### config.mk
export PLATFORM = sky130hd
export DESIGN_NAME = n_bit_mux_sel_pipe
export DESIGN_NICKNAME = d
export VERILOG_FILES = /design/src/rtl/n_bit_mux_sel_pipe.sv
export SDC_FILE = /design/constraint.sdc
export NUM_CORES = 1
export LEC_CHECK = 0
export BUFFER_PORTS_ARGS = -buffer_cell sky130_fd_sc_hd__buf_4
export CAP_MARGIN = 20
export CORE_AREA = 3 3 119 121
export DETAILED_ROUTE_END_ITERATION = 10
export DIE_AREA = 0 0 122 124
export PLACE_DENSITY = 0.85
export SETUP_SLACK_MARGIN = 0.1
export SYNTH_ARGS = -nofsm -noshare
export SYNTH_HDL_FRONTEND = slang
export SYNTH_SLANG_ARGS = --single-unit
export TNS_END_PERCENT = 20
### constraint.sdc
create_clock -name clk -period 4.4 [get_ports clk]
set_input_delay 0.22 -clock clk [delete_from_list [all_inputs] [get_ports clk]]
set_output_delay 0.22 -clock clk [all_outputs]
set_load 0.02 [all_outputs]
### src/rtl/n_bit_mux_sel_pipe.sv
// M-input N-bit select mux for register-file writeback.
// Registered output with one-entry skid buffer and illegal-select counter.
module n_bit_mux_sel_pipe #(
  parameter int N     = 32,
  parameter int M     = 8,
  parameter int SEL_W = 3,
  parameter int CNT_W = 8
) (
  input  logic             clk,
  input  logic             rst_n,
  input  logic [M*N-1:0]   in_data,
  input  logic [SEL_W-1:0] in_sel,
  input  logic             in_valid,
  output logic             in_ready,
  output logic [N-1:0]     out_data,
  output logic             out_sel_err,
  output logic             out_valid,
  input  logic             out_ready,
  output logic [CNT_W-1:0] err_count
);

  typedef enum logic [1:0] {
    EMPTY = 2'd0,
    ONE   = 2'd1,
    FULL  = 2'd2
  } state_t;

  localparam int               SEL_N   = 2**SEL_W;
  localparam logic [SEL_W:0]   M_W     = (SEL_W+1)'(M);
  localparam logic [CNT_W-1:0] CNT_MAX = '1;

  state_t         state_q;
  state_t         state_d;
  logic           main_v;
  logic           skid_v;
  logic [N-1:0]   main_d;
  logic [N-1:0]   skid_d;
  logic           main_e;
  logic           skid_e;
  logic [N-1:0]   sel_val;
  logic           sel_err;
  logic           in_fire;
  logic           out_fire;
  logic           ld_main_in;
  logic           ld_main_skid;
  logic           ld_skid;

  // Select resolution: out-of-range codes yield zero and raise sel_err.
  always_comb begin
    sel_val = '0;
    sel_err = 1'b0;
    for (int k = 0; k < M; k++) begin
      if (in_sel == SEL_W'(k)) sel_val = in_data[k*N +: N];
    end
    if (M < SEL_N) sel_err = ({1'b0, in_sel} >= M_W);
  end

  assign main_v      = (state_q != EMPTY);
  assign skid_v      = (state_q == FULL);
  assign in_ready    = ~skid_v;
  assign out_valid   = main_v;
  assign out_data    = main_d;
  assign out_sel_err = main_e;
  assign in_fire     = in_valid & in_ready;
  assign out_fire    = main_v & out_ready;

  // Occupancy state register.
  always_ff @(posedge clk or negedge rst_n) begin
    if (!rst_n) state_q <= EMPTY;
    else        state_q <= state_d;
  end

  // Next occupancy and which register loads from where.
  always_comb begin
    state_d      = state_q;
    ld_main_in   = 1'b0;
    ld_main_skid = 1'b0;
    ld_skid      = 1'b0;
    unique case (state_q)
      EMPTY: begin
        if (in_fire) begin
          state_d    = ONE;
          ld_main_in = 1'b1;
        end
      end
      ONE: begin
        unique case ({in_fire, out_fire})
          2'b10: begin
            state_d = FULL;
            ld_skid = 1'b1;
          end
          2'b01: state_d = EMPTY;
          2'b11: ld_main_in = 1'b1;
          default: ;
        endcase
      end
      FULL: begin
        if (out_fire) begin
          state_d      = ONE;
          ld_main_skid = 1'b1;
        end
      end
      default: state_d = EMPTY;
    endcase
  end

  // Main (output) register.
  always_ff @(posedge clk or negedge rst_n) begin
    if (!rst_n) begin
      main_d <= '0;
      main_e <= 1'b0;
    end else if (ld_main_in) begin
      main_d <= sel_val;
      main_e <= sel_err;
    end else if (ld_main_skid) begin
      main_d <= skid_d;
      main_e <= skid_e;
    end
  end

  // Skid register; cleared once its entry moves to main.
  always_ff @(posedge clk or negedge rst_n) begin
    if (!rst_n) begin
      skid_d <= '0;
      skid_e <= 1'b0;
    end else if (ld_skid) begin
      skid_d <= sel_val;
      skid_e <= sel_err;
    end else if (ld_main_skid) begin
      skid_d <= '0;
      skid_e <= 1'b0;
    end
  end

  // Saturating count of accepted illegal selects.
  always_ff @(posedge clk or negedge rst_n) begin
    if (!rst_n) begin
      err_count <= '0;
    end else if (in_fire && sel_err && (err_count != CNT_MAX)) begin
      err_count <= err_count + 1'b1;
    end
  end

endmodule

==> parameters.txt <==
Parameter                              Value

Clock network
  Max H-tree Level ... 3
  CTS clock-pin slew for the worst setup and hold paths ... 60 ps
  PostCTS Resize Cnt ... 0
  Clock Sinks ... 66
  Max Buffers Root-to-Sink ... 2
  TritonCTS clock tree ... yes
  Number of buffers inserted during clock tree synthesis ... 9
  Clock root buffer ... sky130_fd_sc_hd__clkbuf_16
  Clock latency on the worst-skew pair ... between 300 and 400 ps
  Number of buffers inserted to repair setup after CTS ... 0
  Cts hold-fix bufs ... 0

Setup path
  Crit path largest cell delay ... ~730 ps
  Arrival time reported for the critical path endpoint ... 2500 ps
  Critical path origin ... in_sel[1]
  End point of the critical path ... out_data[9]
  Launching element type of the critical path ... input pin
  Crit path max-delay cell type ... sky130_fd_sc_hd__buf_4
  Category of the critical setup timing path ... in2reg
  Type of destination of the critical path ... flop
  Category of cells accounting for the largest share of critical-path delay ... buffers and inverters
  Top fanout value on the critical path ... between 80 and 90
  Ordered cell list for the critical path ... buf_4 > buf_4 > mux2_1 > a22oi_1 > nor2_1 > nor2_1 > a21oi_1
  R2R Path Start ... state_q[0]
  FF-to-FF setup slack ... 2260 ps
  Number of gates on the worst path with buffers counted ... 7
  Data required, critical path ... 4580 ps
  End of the worst register-to-register path ... out_data[4]
  Crit path buf inv count ... 2
  Worst R2R Path Depth ... 6

Synthesis
  Commonest cells post-synth ... sky130_fd_sc_hd__nand2_1 (71), sky130_fd_sc_hd__nand3_1 (68), sky130_fd_sc_hd__dfrtp_1 (66)
  Netlist area before placement ... ~5400 sq um
  Yosys Warn Count ... 0
  Biggest area contributors in the synthesized netlist ... sky130_fd_sc_hd__dfrtp_1 (31%), sky130_fd_sc_hd__mux2i_1 (8.9%), sky130_fd_sc_hd__nand3_1 (6.3%)
  Library cell with the highest instance count after synthesis ... sky130_fd_sc_hd__nand2_1
  Primary flip-flop cell chosen by synthesis mapping ... sky130_fd_sc_hd__dfrtp_1
  Register area share after synthesis ... about 31%
  Number of different library cells in the post-synthesis netlist ... 40
  Number of enable-type register cells in the synthesized netlist ... 0
  Number of synthesized register bits ... 66
  Synthesized netlist cell count ... between 600 and 700
  Syn_area_per_cell ... around 8.6 sq um
  Area share of the largest cell type after synthesis ... 30.57%
  Post-synth top area cell ... sky130_fd_sc_hd__dfrtp_1
  Share of flip-flops with an asynchronous set or reset ... 100.0%

Pwr
  Leakage Power ... between 3 and 4 nW
  Worst ir drop on vdd ... 0.0002104 V
  Total power per unit cell area ... between 300 and 400 nW/um^2

Global route
  Vias in the first global route ... between 5000 and 6000
  Global-route wire length before repair ... 31880 um
  Most Used Layer, Global Route ... met2
  Global-route total usage across every layer ... a little over a quarter
  Number of antenna violations at the first check in global routing ... 0
  Met2 Usage GRT ... 41.02%
  Gr ovfl total ... 0
  Pin count of the biggest net entering global routing ... between 80 and 90
  Met1 track utilization from global routing ... slightly below 40%
  Met3 Usage GRT ... a little under 6%

STA
  Final Max Tran Viols ... 0
  Setup-violating endpoint count in the final report ... 0
  Max_slew headroom ... a little over a third
  Peak clock frequency supported by timing ... ~0.43 GHz
  RSZ-0062 raised after global routing ... false
  Transition time of the tightest slew-check pin ... between 900 and 1000 ps
  Hold_ws ... -11.66 ps
  Final min period ... ~2300 ps
  Final worst-path cycle share ... ~53%
  Worst setup skew after layout ... 7.132 ps
  Setup TNS ... 0 ps
  Final hold viol count ... 4

Finish
  Number of antenna diodes ... 0
  Final net count ... approximately 1100
  Share of layout cells above drive strength 1 ... between 30% and 40%
  Syn-to-layout area delta ... 44.47%

Routing
  Drt first-iter violations ... 627
  Remaining number of nets flagged by the antenna check after routing ... 0
  Initial DRT Pass Iterations ... 5
  Routed length per instance ... between 20 and 25 um
  Total via count after detailed routing ... 6055
  DR vias/cell ... 5.723
  Total DRC errors in the routed layout ... 0
  Wire length after detailed routing ... about 22000 um

Flow run
  Maximum capacitance violations ... 0

Floorplanning
  Initial cell density of the core ... between 40% and 50%
  I/O pin total ... approximately 300
  Vertical die dimension ... 124 um
  Site row count ... between 40 and 50
  Core region area ... 13190 sq um
  Die outline area ... roughly 15000 sq um
  Chip Width ... 122 um

Placement
  Placer Congestion ... approximately 0.96
  Final HPWL DP ... ~17000 um
  Port bufs ... 296

Status
  Status ... finished with violations
  Violations in the final reports ... negative hold slack

Min path
  Worst min-delay path category ... in2async
power breakdown:
group / total (mW) / switching [mW] / internal (mW)
Sequential: 0.923 / 0.117 / 0.806
Clock: 0.688 / 0.239 / 0.449
Combinational: 1.06 / 0.560 / 0.497
area by class of cell:
| type | instances | area (sq um) |
|---|---|---|
| fill | 1167 | 5385 |
| multi-input combinational | 489 | 3322 |
| timing repair buffer | 304 | 2295 |
| sequential | 66 | 1652 |
| clock buffer | 12 | 246.5 |
| tap | 176 | 220.2 |
| clock inverter | 3 | 40.04 |
| inverter | 8 | 30.03 |
worst min-delay path by stage:
stage,slack [ps],from,cells after the start,to
floorplan,-80,rst_n,0,out_data[0]
global placement,380,rst_n,1,out_data[21]
detailed placement,380,rst_n,1,state_q[1]
CTS,50,rst_n,1,out_data[27]
global route,70,rst_n,1,skid_d[11]
finish,-10,rst_n,1,skid_d[11]
placed cells by master (no fill, tap or decap), types with 6 or more instances in the layout:
cell	instances
sky130_fd_sc_hd__o211ai_1	9
sky130_fd_sc_hd__a221oi_1	7
sky130_fd_sc_hd__mux2_1	8
sky130_fd_sc_hd__a22oi_1	23
sky130_fd_sc_hd__inv_1	8
sky130_fd_sc_hd__dfrtp_1	66
sky130_fd_sc_hd__nand3_1	68
sky130_fd_sc_hd__nand4b_1	7
sky130_fd_sc_hd__nor2_1	16
sky130_fd_sc_hd__a21oi_1	32
sky130_fd_sc_hd__a32oi_1	7
sky130_fd_sc_hd__o21ai_1	34
sky130_fd_sc_hd__mux2_2	6
sky130_fd_sc_hd__o2bb2ai_1	15
sky130_fd_sc_hd__buf_4	303
sky130_fd_sc_hd__a32oi_2	15
sky130_fd_sc_hd__o21ai_0	16
sky130_fd_sc_hd__conb_1	9
sky130_fd_sc_hd__and3_1	9
sky130_fd_sc_hd__clkbuf_16	9
sky130_fd_sc_hd__nand2b_1	24
sky130_fd_sc_hd__a221o_1	15
sky130_fd_sc_hd__nor2b_1	8
sky130_fd_sc_hd__nand2_1	71
sky130_fd_sc_hd__mux2i_1	48
sky130_fd_sc_hd__o22ai_1	9
sky130_fd_sc_hd__a211oi_1	14
cell families (layout without fill, tap and decap cells):
group           Yosys count  after routing  share of synthesized area (%)
flops                    66             66                          30.57
mux                      66             66                          13.48
compound gates          198            198                          27.35
simple gates            216            216                          19.96
buf+inv                  81            327                          8.569
other cells               1              9                        0.06941
sequential cells by signal, summed over array words and instances (netlist names):
register  cells
out_data     32
skid_d       32
state_q       2
stage by stage:
| step | power (mW) | cells | area (sq um) | setup slack [ps] | utilization, % |
|---|---|---|---|---|---|
| floorplan | 1.496 | 636 | 5433 | 2961 | - |
| global placement | 1.952 | 1042 | 7498 | 1827 | 56.85 |
| detailed placement | 1.981 | 1042 | 7498 | 1764 | 56.85 |
| CTS | 2.676 | 1057 | 7785 | 2098 | 59.02 |
| global route | 2.822 | 1058 | 7805 | 1894 | 59.17 |
| finish | 2.668 | 1058 | 7805 | 2077 | 59.17 |
layer usage:
metal	vias up	part of all wire [%]
li1	2846	-
met1	2856	42
met2	316	46
met3	37	8.4
met4	0	3.0
met5	-	0
Power figures use the tool's default switching activity.
